**src/rtl/arb_pkg.sv**
```systemverilog
`default_nettype none
// ============================================================================
// Module      : arb_pkg
// Description : Shared types for the weighted round-robin arbiter.
// Revision    : 1.0 - initial release
// ============================================================================
package arb_pkg;

  // Arbiter FSM: IDLE holds no grant, GRANT owns a valid one-hot grant.
  typedef enum logic [0:0] {
    IDLE  = 1'b0,
    GRANT = 1'b1
  } arb_state_t;

endpackage : arb_pkg
`default_nettype wire

```
**src/rtl/priority_encoder.sv**
```systemverilog
`default_nettype none
// ============================================================================
// Module      : priority_encoder
// Description : Returns the index of the lowest set bit (LSB = highest
//               priority) and a flag telling whether any bit was set.
// Revision    : 1.0 - initial release
// ============================================================================
module priority_encoder #(
  parameter int WIDTH = 4,
  parameter int IDX_W = $clog2(WIDTH)
) (
  input  logic [WIDTH-1:0] req_i,
  output logic             valid_o,
  output logic [IDX_W-1:0] idx_o
);

  // Scan from MSB down so the lowest set index is the last one written.
  always_comb begin
    valid_o = |req_i;
    idx_o   = '0;
    for (int i = WIDTH - 1; i >= 0; i--) begin
      if (req_i[i]) idx_o = IDX_W'(i);
    end
  end

endmodule : priority_encoder
`default_nettype wire

```
**src/rtl/weighted_arbiter.sv**
```systemverilog
`default_nettype none
// ============================================================================
// Module      : weighted_arbiter
// Description : Blocking, acknowledge-released weighted round-robin arbiter.
//               A port keeps the grant until it acknowledges; each turn gives
//               a port up to max(weight,1) back-to-back grants.
// Revision    : 1.0 - initial release
// ============================================================================
module weighted_arbiter
  import arb_pkg::*;
#(
  parameter int PORTS        = 4,
  parameter int WEIGHT_WIDTH = 4
) (
  input  logic                          clk,
  input  logic                          resetn,
  input  logic [PORTS-1:0]              request,
  input  logic [PORTS-1:0]              acknowledge,
  input  logic [PORTS*WEIGHT_WIDTH-1:0] weight,
  output logic [PORTS-1:0]              grant,
  output logic                          grant_valid,
  output logic [$clog2(PORTS)-1:0]      grant_encoded,
  output logic [WEIGHT_WIDTH-1:0]       credit
);

  localparam int IDX_W = $clog2(PORTS);

  arb_state_t              state_q,  state_d;
  logic [IDX_W-1:0]        ptr_q,    ptr_d;
  logic [IDX_W-1:0]        enc_q,    enc_d;
  logic [PORTS-1:0]        grant_q,  grant_d;
  logic [WEIGHT_WIDTH-1:0] credit_q, credit_d;

  logic [IDX_W-1:0]        next_ptr;
  logic [IDX_W-1:0]        search_ptr;
  logic [PORTS-1:0]        search_mask;
  logic [PORTS-1:0]        masked_req;
  logic                    masked_valid, raw_valid, hit;
  logic [IDX_W-1:0]        masked_idx,   raw_idx,   hit_idx;
  logic [WEIGHT_WIDTH-1:0] sel_weight,   fresh_credit;

  // Pointer for the search: current ptr in IDLE, post-release ptr in GRANT so
  // a finishing turn can hand over to the next port without a bubble.
  always_comb begin
    next_ptr   = (enc_q == IDX_W'(PORTS - 1)) ? '0 : enc_q + IDX_W'(1);
    search_ptr = (state_q == GRANT) ? next_ptr : ptr_q;
  end

  // Mask keeps only requesters at or above the search pointer.
  always_comb begin
    search_mask = '0;
    for (int i = 0; i < PORTS; i++) begin
      search_mask[i] = (IDX_W'(i) >= search_ptr);
    end
  end

  assign masked_req = request & search_mask;

  priority_encoder #(
    .WIDTH (PORTS),
    .IDX_W (IDX_W)
  ) u_pe_masked (
    .req_i   (masked_req),
    .valid_o (masked_valid),
    .idx_o   (masked_idx)
  );

  priority_encoder #(
    .WIDTH (PORTS),
    .IDX_W (IDX_W)
  ) u_pe_raw (
    .req_i   (request),
    .valid_o (raw_valid),
    .idx_o   (raw_idx)
  );

  // Wrap to the raw search only when nothing sits at or above the pointer.
  always_comb begin
    hit          = masked_valid | raw_valid;
    hit_idx      = masked_valid ? masked_idx : raw_idx;
    sel_weight   = weight[hit_idx*WEIGHT_WIDTH +: WEIGHT_WIDTH];
    fresh_credit = (sel_weight == '0) ? WEIGHT_WIDTH'(1) : sel_weight;
  end

  // Next-state and next-output logic; everything holds unless changed below.
  always_comb begin
    state_d  = state_q;
    ptr_d    = ptr_q;
    enc_d    = enc_q;
    grant_d  = grant_q;
    credit_d = credit_q;
    case (state_q)
      IDLE: begin
        if (hit) begin
          state_d  = GRANT;
          enc_d    = hit_idx;
          grant_d  = PORTS'(1) << hit_idx;
          credit_d = fresh_credit;
        end
      end
      GRANT: begin
        if (acknowledge[enc_q]) begin
          if ((credit_q > WEIGHT_WIDTH'(1)) && request[enc_q]) begin
            credit_d = credit_q - WEIGHT_WIDTH'(1);
          end else begin
            ptr_d = next_ptr;
            if (hit) begin
              enc_d    = hit_idx;
              grant_d  = PORTS'(1) << hit_idx;
              credit_d = fresh_credit;
            end else begin
              state_d  = IDLE;
              enc_d    = '0;
              grant_d  = '0;
              credit_d = '0;
            end
          end
        end
      end
      default: begin
        state_d  = IDLE;
        enc_d    = '0;
        grant_d  = '0;
        credit_d = '0;
      end
    endcase
  end

  // State and output registers, cleared asynchronously by resetn.
  always_ff @(posedge clk or negedge resetn) begin
    if (!resetn) begin
      state_q  <= IDLE;
      ptr_q    <= '0;
      enc_q    <= '0;
      grant_q  <= '0;
      credit_q <= '0;
    end else begin
      state_q  <= state_d;
      ptr_q    <= ptr_d;
      enc_q    <= enc_d;
      grant_q  <= grant_d;
      credit_q <= credit_d;
    end
  end

  assign grant         = grant_q;
  assign grant_valid   = (state_q == GRANT);
  assign grant_encoded = enc_q;
  assign credit        = credit_q;

endmodule : weighted_arbiter
`default_nettype wire

```
**config.mk**
```make
export PLATFORM = sky130hd
export DESIGN_NAME = weighted_arbiter
export DESIGN_NICKNAME = d
export VERILOG_FILES = /design/src/rtl/arb_pkg.sv /design/src/rtl/priority_encoder.sv /design/src/rtl/weighted_arbiter.sv
export SDC_FILE = /design/constraint.sdc
export NUM_CORES = 1
export LEC_CHECK = 0
export CORE_MARGIN = 1
export CORE_UTILIZATION = 25
export DETAILED_ROUTE_END_ITERATION = 10
export PLACE_DENSITY = 0.48
export SLEW_MARGIN = 15
export SYNTH_ARGS = -nofsm -noshare
export SYNTH_HDL_FRONTEND = slang
export SYNTH_SLANG_ARGS = --single-unit
```
**constraint.sdc**
```tcl
create_clock -name clk -period 3.5 [get_ports clk]
set_input_delay 0.7 -clock clk [delete_from_list [all_inputs] [get_ports clk]]
set_output_delay 0.7 -clock clk [all_outputs]
set_load 0.03 [all_outputs]
```
### After elaboration in Yosys (flattened, before gate mapping)

Cells that the tools add are included.
W data, S select, Z words.

| word-level totals | value |
|---|---|
| register bits | 13 |
| input port bits | 26 |
| output and inout bits | 11 |
| word-level logic and storage cells | 65 |

| operators by class | value |
|---|---|
| add/sub/neg operators | 2 |
| magnitude comparators | 6 |
| equal/unequal tests | 4 |
| shift operators | 2 |
| multiplexer cells | 35 |
| bitwise operators | 4 |
| reductions and logical operators | 7 |

Operators with widths:

| cell | number |
|---|---|
| $mux W4 | 9 |
| $mux W2 | 15 |
| $pmux W4 S2 | 2 |
| $shiftx A16 B5 Y4 | 1 |
| $reduce_or A4 Y1 | 2 |
| $reduce_and A3 Y1 | 2 |
| $mux W1 | 5 |
| $and A4 B4 Y4 | 1 |
| $bmux W1 S2 | 2 |
| $ge A1 B2 Y1 const A | 2 |
| $ge A2 B2 Y1 const A | 2 |
| $gt A4 B1 Y1 const B | 1 |
| $logic_not A4 Y1 | 1 |
| $ne A2 B2 Y1 const B | 2 |
| $pmux W2 S2 | 1 |
| $shl A1 B2 Y4 const A | 1 |
| $sub A4 B1 Y4 const B | 1 |
| $lt A2 B3 Y1 const B | 1 |
| $add A2 B1 Y2 const B | 1 |
| $eq A2 B2 Y1 const B | 1 |
| $ne A2 B1 Y1 const B | 1 |
| $not A1 Y1 | 2 |
| $pmux W1 S2 | 1 |
| $reduce_and A2 Y1 | 1 |
| other kinds (2) | 2 |

### Logic depth before layout (Yosys ltp)

Gate-level depths: netlist of the first run.

| logic depth | value |
|---|---|
| depth after elaboration | 17 |
| mapped depth | 9 |
| mapped depth without buffers | 8 |

### By module

A second synthesis of the first run with hierarchy kept.

| unflattened totals | value |
|---|---|
| cells, all modules | 111 |
| area, all modules | 1003.5 µm² |

Modules (own cells, without submodules):

| module | times used | cells an instance | area each (µm²) | sequential area each (µm²) |
|---|---|---|---|---|
| weighted_arbiter | 1 | 97 | 933.4 | 325.3 |
| priority_encoder | 2 | 7 | 35.0 | 0.0 |

### Worst setup path after synthesis of the first run

Ideal clock, no wire load.

| path | value |
|---|---|
| kind | reg2reg |
| start point | register enc_q[0], in the netlist grant_encoded[0] |
| end point | register credit_q[0], in the netlist credit[0] |
| library setup time | 0.120 ns |
| arrival time | 2.372 ns |
| required time | 3.380 ns |
| path slack | 1.008 ns |
| stages on the path, launching flop included | 9 |
| buffers on the path | 1 |
| clock period less this slack | 2.492 ns |
| path through | dfrtp_1 ha_1 mux2i_2 a41o_2 nor3_2 buf_6 a2111oi_1 o31ai_1 a31o_1 |

| on the way | value |
|---|---|
| longest elaborated chain between the ends | 17 |
| elaborated cells on any way between the ends | 32 |
| classes of those cells | 1 x add/sub; 4 x order compare; 3 x eq/ne; 1 x shift; 17 x mux; 2 x bitwise; 4 x reduce/logical |

Ends and longest elaborated chain:

| item | RTL line | RTL |
|---|---|---|
| start: declaration | weighted_arbiter.sv:30 | `logic [IDX_W-1:0] enc_q, enc_d;` |
| start signal: assignment | weighted_arbiter.sv:140 | `enc_q <= enc_d;` |
| $add A2 B1 Y2 / $eq A2 B2 Y1 (equally long branches) | weighted_arbiter.sv:45 | `next_ptr = (enc_q == IDX_W'(PORTS - 1)) ? '0 : enc_q + IDX_W'(1);` |
| $mux W2 * | weighted_arbiter.sv:45 |  |
| via next_ptr[1] | weighted_arbiter.sv:34 | `logic [IDX_W-1:0] next_ptr;` |
| $mux W2 * | weighted_arbiter.sv:46 | `search_ptr = (state_q == GRANT) ? next_ptr : ptr_q;` |
| $ge A2 B2 Y1 | weighted_arbiter.sv:53 | `search_mask[i] = (IDX_W'(i) >= search_ptr);` |
| $and A4 B4 Y4 * | weighted_arbiter.sv:57 | `assign masked_req = request & search_mask;` |
| $mux W2 (4 in a row) | priority_encoder.sv:22 | `if (req_i[i]) idx_o = IDX_W'(i);` |
| $mux W2 | weighted_arbiter.sv:80 | `hit_idx = masked_valid ? masked_idx : raw_idx;` |
| $shiftx A16 B5 Y4 | weighted_arbiter.sv:81 | `sel_weight = weight[hit_idx*WEIGHT_WIDTH +: WEIGHT_WIDTH];` |
| $logic_not A4 Y1 | weighted_arbiter.sv:82 | `fresh_credit = (sel_weight == '0) ? WEIGHT_WIDTH'(1) : sel_weight;` |
| $mux W4 | weighted_arbiter.sv:82 |  |
| $mux W4 | weighted_arbiter.sv:107 | `if (hit) begin` |
| $mux W4 | weighted_arbiter.sv:103 | `if ((credit_q > WEIGHT_WIDTH'(1)) && request[enc_q]) begin` |
| $mux W4 | weighted_arbiter.sv:102 | `if (acknowledge[enc_q]) begin` |
| $pmux W4 S2 | weighted_arbiter.sv:92 | `case (state_q)` |
| end signal: assignment | weighted_arbiter.sv:142 | `credit_q <= credit_d;` |
| end: declaration | weighted_arbiter.sv:32 | `logic [WEIGHT_WIDTH-1:0] credit_q, credit_d;` |

Mark *: on every way through the listed nets, which the timed path passes. The rest lies on a longest branch. The select of a mux whose other input is x is not followed.
A chain may end at the register's enable or synchronous reset.

### Worst setup path after layout of the first run

| path | value |
|---|---|
| start point | input request[0] |
| end point | register credit_q[1], in the netlist credit[1] |

| on the way | value |
|---|---|
| longest elaborated chain between the ends | 10 |
| elaborated cells on any way between the ends | 20 |
| classes of those cells | 1 x eq/ne; 1 x shift; 11 x mux; 2 x bitwise; 5 x reduce/logical |

Ends and longest elaborated chain:

| item | RTL line | RTL |
|---|---|---|
| start: declaration | weighted_arbiter.sv:17 | `input logic [PORTS-1:0] request,` |
| $and A4 B4 Y4 | weighted_arbiter.sv:57 |  |
| $reduce_or A4 Y1 / $mux W2 (equally long branches) | priority_encoder.sv:19, priority_encoder.sv:22 |  |
| $mux W2 | weighted_arbiter.sv:80 |  |
| $shiftx A16 B5 Y4 | weighted_arbiter.sv:81 |  |
| $logic_not A4 Y1 | weighted_arbiter.sv:82 |  |
| $mux W4 | weighted_arbiter.sv:82 |  |
| $mux W4 | weighted_arbiter.sv:107 |  |
| $mux W4 | weighted_arbiter.sv:103 |  |
| $mux W4 | weighted_arbiter.sv:102 |  |
| $pmux W4 S2 | weighted_arbiter.sv:92 |  |

Several ways; a longest one is shown, not always the timed one. The select of a mux whose other input is x is not followed.

==> run summary, run 1 <==
cells on worst reg2reg path: 8
Slew @ Worst Pin: 1.05 ns
total power: 1.33 mW
crit path max-delay cell type: clkdlybuf4s50_1
Req. time, crit path: 3.63 ns
Sw Share: 0.460
CP Cell Sequence: clkdlybuf4s50_1 > inv_1 > a2111oi_4 > nor3_2 > buf_4 > a2111oi_2 > nor3_1 > o31a_1
Layout area overhead: 43.0%
CP max FO: 9
Main synth FF type: dfrtp_1
Post-Syn Area: 1060 um2
hold path depth: 1
Die Ht: 67.1 um
clk_lat worst skew: 0.24 ns
Hold Worst Slack: 0.502 ns
Seq pwr share: 0.224
design area: 1510 um2
Clock transition at path regs: 0.06 ns
core footprint: 4030 um2
Critical Path AT: 2.93 ns
Pint: 0.721 mW
Nets: 171
Synth async-reset ratio: 1.00
status: finished clean
HP Start: grant[3]$_DFFE_PN0P_
share of cells above drive strength 1: 0.170
gr ovfl total: 0
Post-Syn Nets: 131
Post-synth EDFFs: 0
final WL: 2970 um
Worst Hold Endpoint: grant[3]$_DFFE_PN0P_
Port Buf Inserts: 36
Final Critical Period: 2.81 ns
Fin Clk Skew: 0.00493 ns
sequential share of the synthesized area: 0.307
CP bufs+invs: 3
global-route wire length before repair: 4930 um
final worst path period share: 0.801
root buffer cell: clkbuf_8
CTS sink cnt: 13
CTS resizes: 0
Clock Power Share: 0.103
Static Leak: 0.608 nW
synth unique cells: 45
Die Area: 4500 um2
htree depth: 1
combinational share of power: 0.673
worst r2r src: grant_encoded[0]$_DFFE_PN0P_
max cap viols: 0
highest clock rate: 357 MHz
largest net degree at the start of global routing: 14
Via density: 5.23
Hold Path Class: reg -> reg
remaining antenna violation count after routing: 0
Final WS setup: 0.695 ns
Cells after Synth: 102
flop2flop setup slack: 0.74 ns
CP Class: in -> reg
# fillers: 412
placed cell area: 1470 um2
Psw: 0.614 mW
flops & latches, synth: 13
routed vias: 998
CTS buffer count: 3
Final HPWL DP: 2430 um
ant diodes: 0
PD cells: 882 nW/um2
DRC viols: 0
Top delay family on crit path: compound AO/OA/AOI/OAI gates
Critical Path Max Stage Delay: 0.55 ns
antenna violations before repair: 0
Crit. End Element: flop
RSZ-0062 raised after global routing: false
Crit. path cell count: 8
Final GP Congestion: 0.769
setup repair bufs after CTS: 0
Initial Utilization: 0.263
vias in the first global route: 1101
Avg Inst Size Synth: 10.4 um2
Rows: 23
initial DRC count: 18
Relative slew margins: 0.289
Final Hold Fails: 0
io pins: 37
Pre-antenna DRT Iters: 4
Die X: 67.1 um
Routed WL per cell: 15.6 um
most common cell after layout, fill and taps aside: clkdlybuf4s50_1
clk buf depth: 2
Worst setup SP type: input port
pre-CTS setup slack: 0.442 ns
worst vdd ir: 0.361 mV
worst r2r dst: credit[1]$_DFFE_PN0P_
TritonCTS clock tree: yes
most frequent cells in the layout: clkdlybuf4s50_1, dfrtp_1, nor2_1, mux2_2
overall routing resource usage: 0.151
hold_buf cts: 0
# setup viols final: 0
fin. max-slew vios: 0
total negative slack: 0 ns
Yosys Warn Count: 0
cells in the mapped netlist (all sizes together) (2+ instances only):
library cell	n	area, um2
nor2	10	37.5
mux2i	6	67.6
nor3	5	30.0
a2111oi	3	52.6
a31o	2	17.5
mux2	6	67.6
o31a	5	43.8
dfrtp	13	325
o31ai	2	15.0
mux4	2	48.8
ha	3	37.5
buf	3	27.5
nand2b	2	20.0
nand2	4	15.0
o21ai	3	15.0
a22o	4	35.0
inv	4	15.0
a21oi	5	25.0
a221oi	2	17.5
a21o	2	15.0
or2	2	15.0
kinds of logic (layout without fill, tap and decap cells):
group | after synthesis | in the layout | share of synthesized area
AO/OA/AOI/OAI | 36 | 36 | 0.291
AND/OR/NAND/NOR | 29 | 29 | 0.152
multiplexers | 14 | 14 | 0.174
flip-flops | 13 | 13 | 0.307
buffers and inverters | 7 | 46 | 0.0402
adder cells (fa/ha/maj) | 3 | 3 | 0.0355
worst reg2reg max path, delay by kind of cell, from the launching register on:
| family | cells | cell delay [ns] |
|---|---|---|
| flip-flops | 1 | 0.50 |
| adder cells (fa/ha/maj) | 1 | 0.38 |
| AO/OA/AOI/OAI | 3 | 1.05 |
| buffers and inverters | 1 | 0.20 |
| AND/OR/NAND/NOR | 2 | 0.15 |
| multiplexers | 1 | 0.36 |
layout make-up:
type | instances | area [um2] | area share
timing repair buffer | 38 | 375 | 0.248
inverter | 4 | 15.0 | 0.00992
tap | 50 | 62.6 | 0.0413
clock buffer | 4 | 45.0 | 0.0298
multi-input combinational | 82 | 691 | 0.456
sequential | 13 | 325 | 0.215
layer usage:
layer,track usage,up-vias,wire [um]
met3,0.0342,4,199
met4,0.0638,0,38
met5,0,-,0
li1,-,484,-
met1,0.181,467,1290
met2,0.255,43,1440
stage by stage:
step / util / instances
final: 0.376 / 191
after global routing: 0.376 / 191
after CTS: 0.376 / 191
after detailed placement: 0.365 / 187
after global placement: 0.365 / 187
after floorplan: - / 102
worst max-delay path by stage:
stage                                 startpoint                    end  slack (ns)
CTS                                   request[0]  credit[1]$_DFFE_PN0P_        0.70
global placement                      request[3]   grant[3]$_DFFE_PN0P_        0.48
detailed placement                    request[3]  credit[1]$_DFFE_PN0P_        0.44
global route                          request[0]  credit[1]$_DFFE_PN0P_        0.54
floorplan           grant_encoded[0]$_DFFE_PN0P_  credit[0]$_DFFE_PN0P_        1.01
finish                                request[0]  credit[1]$_DFFE_PN0P_        0.69
power groups by stage:
stage | logic, mW | clock network, mW | registers (mW)
3_3_place_gp | 0.898 | 0 | 0.298
5_1_grt | 0.996 | 0.147 | 0.309
6_report | 0.898 | 0.138 | 0.299
3_5_place_dp | 0.904 | 0 | 0.301
2_1_floorplan | 0.561 | 0 | 0.378
4_1_cts | 0.909 | 0.143 | 0.299
flip-flops by register name, summed over array words and instances (netlist names):
register and cells:
grant_encoded 2, grant_valid 1, ptr_q 2, credit 4
grant 4
Power figures use the tool's default switching activity.
==> run 2: changes to the inputs <==
==> constraint.sdc (replaced) <==
create_clock -name clk -period 2.68 [get_ports clk]
set_input_delay 0.536 -clock clk [delete_from_list [all_inputs] [get_ports clk]]
set_output_delay 0.536 -clock clk [all_outputs]
set_load 0.03 [all_outputs]
==> run summary, run 2 (synthesis gave the netlist of run 1 again) <==
fin. max-slew vios: 0
Pint: 1.04 mW
Die Area: 4500 um2
Sw Share: 0.444
RSZ-0062 raised after global routing: false
final worst path period share: 0.924
area of the multi-input gates: 699 um2
highest clock rate: 404 MHz
remaining antenna violation count after routing: 0
DRC viols: 0
CTS sink cnt: 13
clk_lat worst skew: 0.25 ns
Critical Path AT: 2.60 ns
total negative slack: 0 ns
placed cell area: 1570 um2
TritonCTS clock tree: yes
PD cells: 1150 nW/um2
Hold Path Class: reg -> reg
Static Leak: 0.681 nW
core footprint: 4030 um2
Die X: 67.1 um
largest net degree at the start of global routing: 14
# fillers: 414
share of cells above drive strength 1: 0.252
Pre-antenna DRT Iters: 4
most frequent cells in the layout: clkdlybuf4s50_1, buf_4, dfrtp_1, nor2_1, mux2_2
Final GP Congestion: 0.826
antenna violations before repair: 0
design area: 1630 um2
Crit. path cell count: 8
Via density: 5.07
Routed WL per cell: 14.5 um
Relative slew margins: 0.297
FF+latch area: 325 um2
Seq pwr share: 0.197
Nets: 185
cells on worst reg2reg path: 8
routed vias: 1040
CTS buffer count: 3
Slew @ Worst Pin: 1.04 ns
global-route wire length before repair: 4910 um
Hold Worst Slack: 0.513 ns
htree depth: 1
combinational share of power: 0.707
vias in the first global route: 1084
Worst setup SP type: input port
Fin Clk Skew: 0.00952 ns
clk buf depth: 2
Final HPWL DP: 2460 um
CTS resizes: 0
Die Ht: 67.1 um
root buffer cell: clkbuf_8
Layout area overhead: 53.9%
Initial Utilization: 0.263
setup repair bufs after CTS: 0
status: finished clean
Clock Power Share: 0.096
Top delay family on crit path: compound AO/OA/AOI/OAI gates
Final Critical Period: 2.48 ns
CP Class: in -> reg
ant diodes: 0
Inst Count DP: 201
CP bufs+invs: 3
Clock transition at path regs: 0.06 ns
final WL: 2980 um
Final Hold Fails: 0
Post-Layout Cell Count: 205
CP Cell Sequence: clkdlybuf4s50_1 > inv_1 > a2111oi_4 > nor3_2 > buf_4 > a2111oi_2 > nor3_1 > o31a_1
crit path max-delay cell type: clkdlybuf4s50_1
worst vdd ir: 0.397 mV
Crit. End Element: flop
# setup viols final: 0
gr ovfl total: 0
hold path depth: 1
initial DRC count: 19
max cap viols: 0
overall routing resource usage: 0.149
hold_buf cts: 0
most common cell after layout, fill and taps aside: clkdlybuf4s50_1
Rows: 23
CP max FO: 10
Psw: 0.830 mW
Port Buf Inserts: 36
Critical Path Max Stage Delay: 0.55 ns
io pins: 37
Req. time, crit path: 2.81 ns
-- run 2: metal layers --
layer	wire length, um	up-vias	part of all wire	track usage
met1	1400	488	0.47	0.185
met5	0	-	0	0
met2	1370	34	0.46	0.246
li1	-	511	-	-
met4	49	0	0.016	0.0612
met3	158	7	0.053	0.0325
-- run 2: final timing paths --
path	slack, ns	endpoint	from
hold reg to reg	0.51	grant[0]$_DFFE_PN0P_	grant[0]$_DFFE_PN0P_
min in group asynchronous	0.67	grant[1]$_DFFE_PN0P_	resetn
hold / removal	0.51	grant[0]$_DFFE_PN0P_	grant[0]$_DFFE_PN0P_
setup / recovery	0.20	credit[1]$_DFFE_PN0P_	request[0]
setup reg to reg	0.23	credit[1]$_DFFE_PN0P_	grant_encoded[0]$_DFFE_PN0P_
max in group asynchronous	1.59	credit[0]$_DFFE_PN0P_	resetn
-- run 2: worst register-to-register path: stages, from the launching register on --
cell and delay [ns]:
dfrtp_1 0.40, ha_1 0.36, mux2i_4 0.26, a41o_2 0.31, nor3_2 0.05, buf_4 0.19, a2111oi_2 0.40, nor3_1 0.08
o31a_1 0.28
-- run 2: cell type report --
class / count / area share
clock inverter: 1 / 0.00307
inverter: 4 / 0.00922
tap: 50 / 0.0384
timing repair buffer: 52 / 0.295
sequential: 13 / 0.200
multi-input combinational: 82 / 0.429
clock buffer: 3 / 0.0253
-- run 2: through the flow --
step	power, mW	worst slack, ns	utilization
2_1_floorplan	1.23	0.188	-
3_3_place_gp	1.67	-0.0125	0.391
3_5_place_dp	1.68	-0.0712	0.391
4_1_cts	1.87	0.0873	0.402
5_1_grt	2.03	0.00196	0.404
6_report	1.87	0.204	0.404
-- run 2: power groups by stage --
stage / sequential [mW] / clock (mW) / combinational [mW]
3_3_place_gp: 0.365 / 0 / 1.31
4_1_cts: 0.365 / 0.184 / 1.33
3_5_place_dp: 0.368 / 0 / 1.31
2_1_floorplan: 0.494 / 0 / 0.732
6_report: 0.368 / 0.180 / 1.32
5_1_grt: 0.377 / 0.187 / 1.46
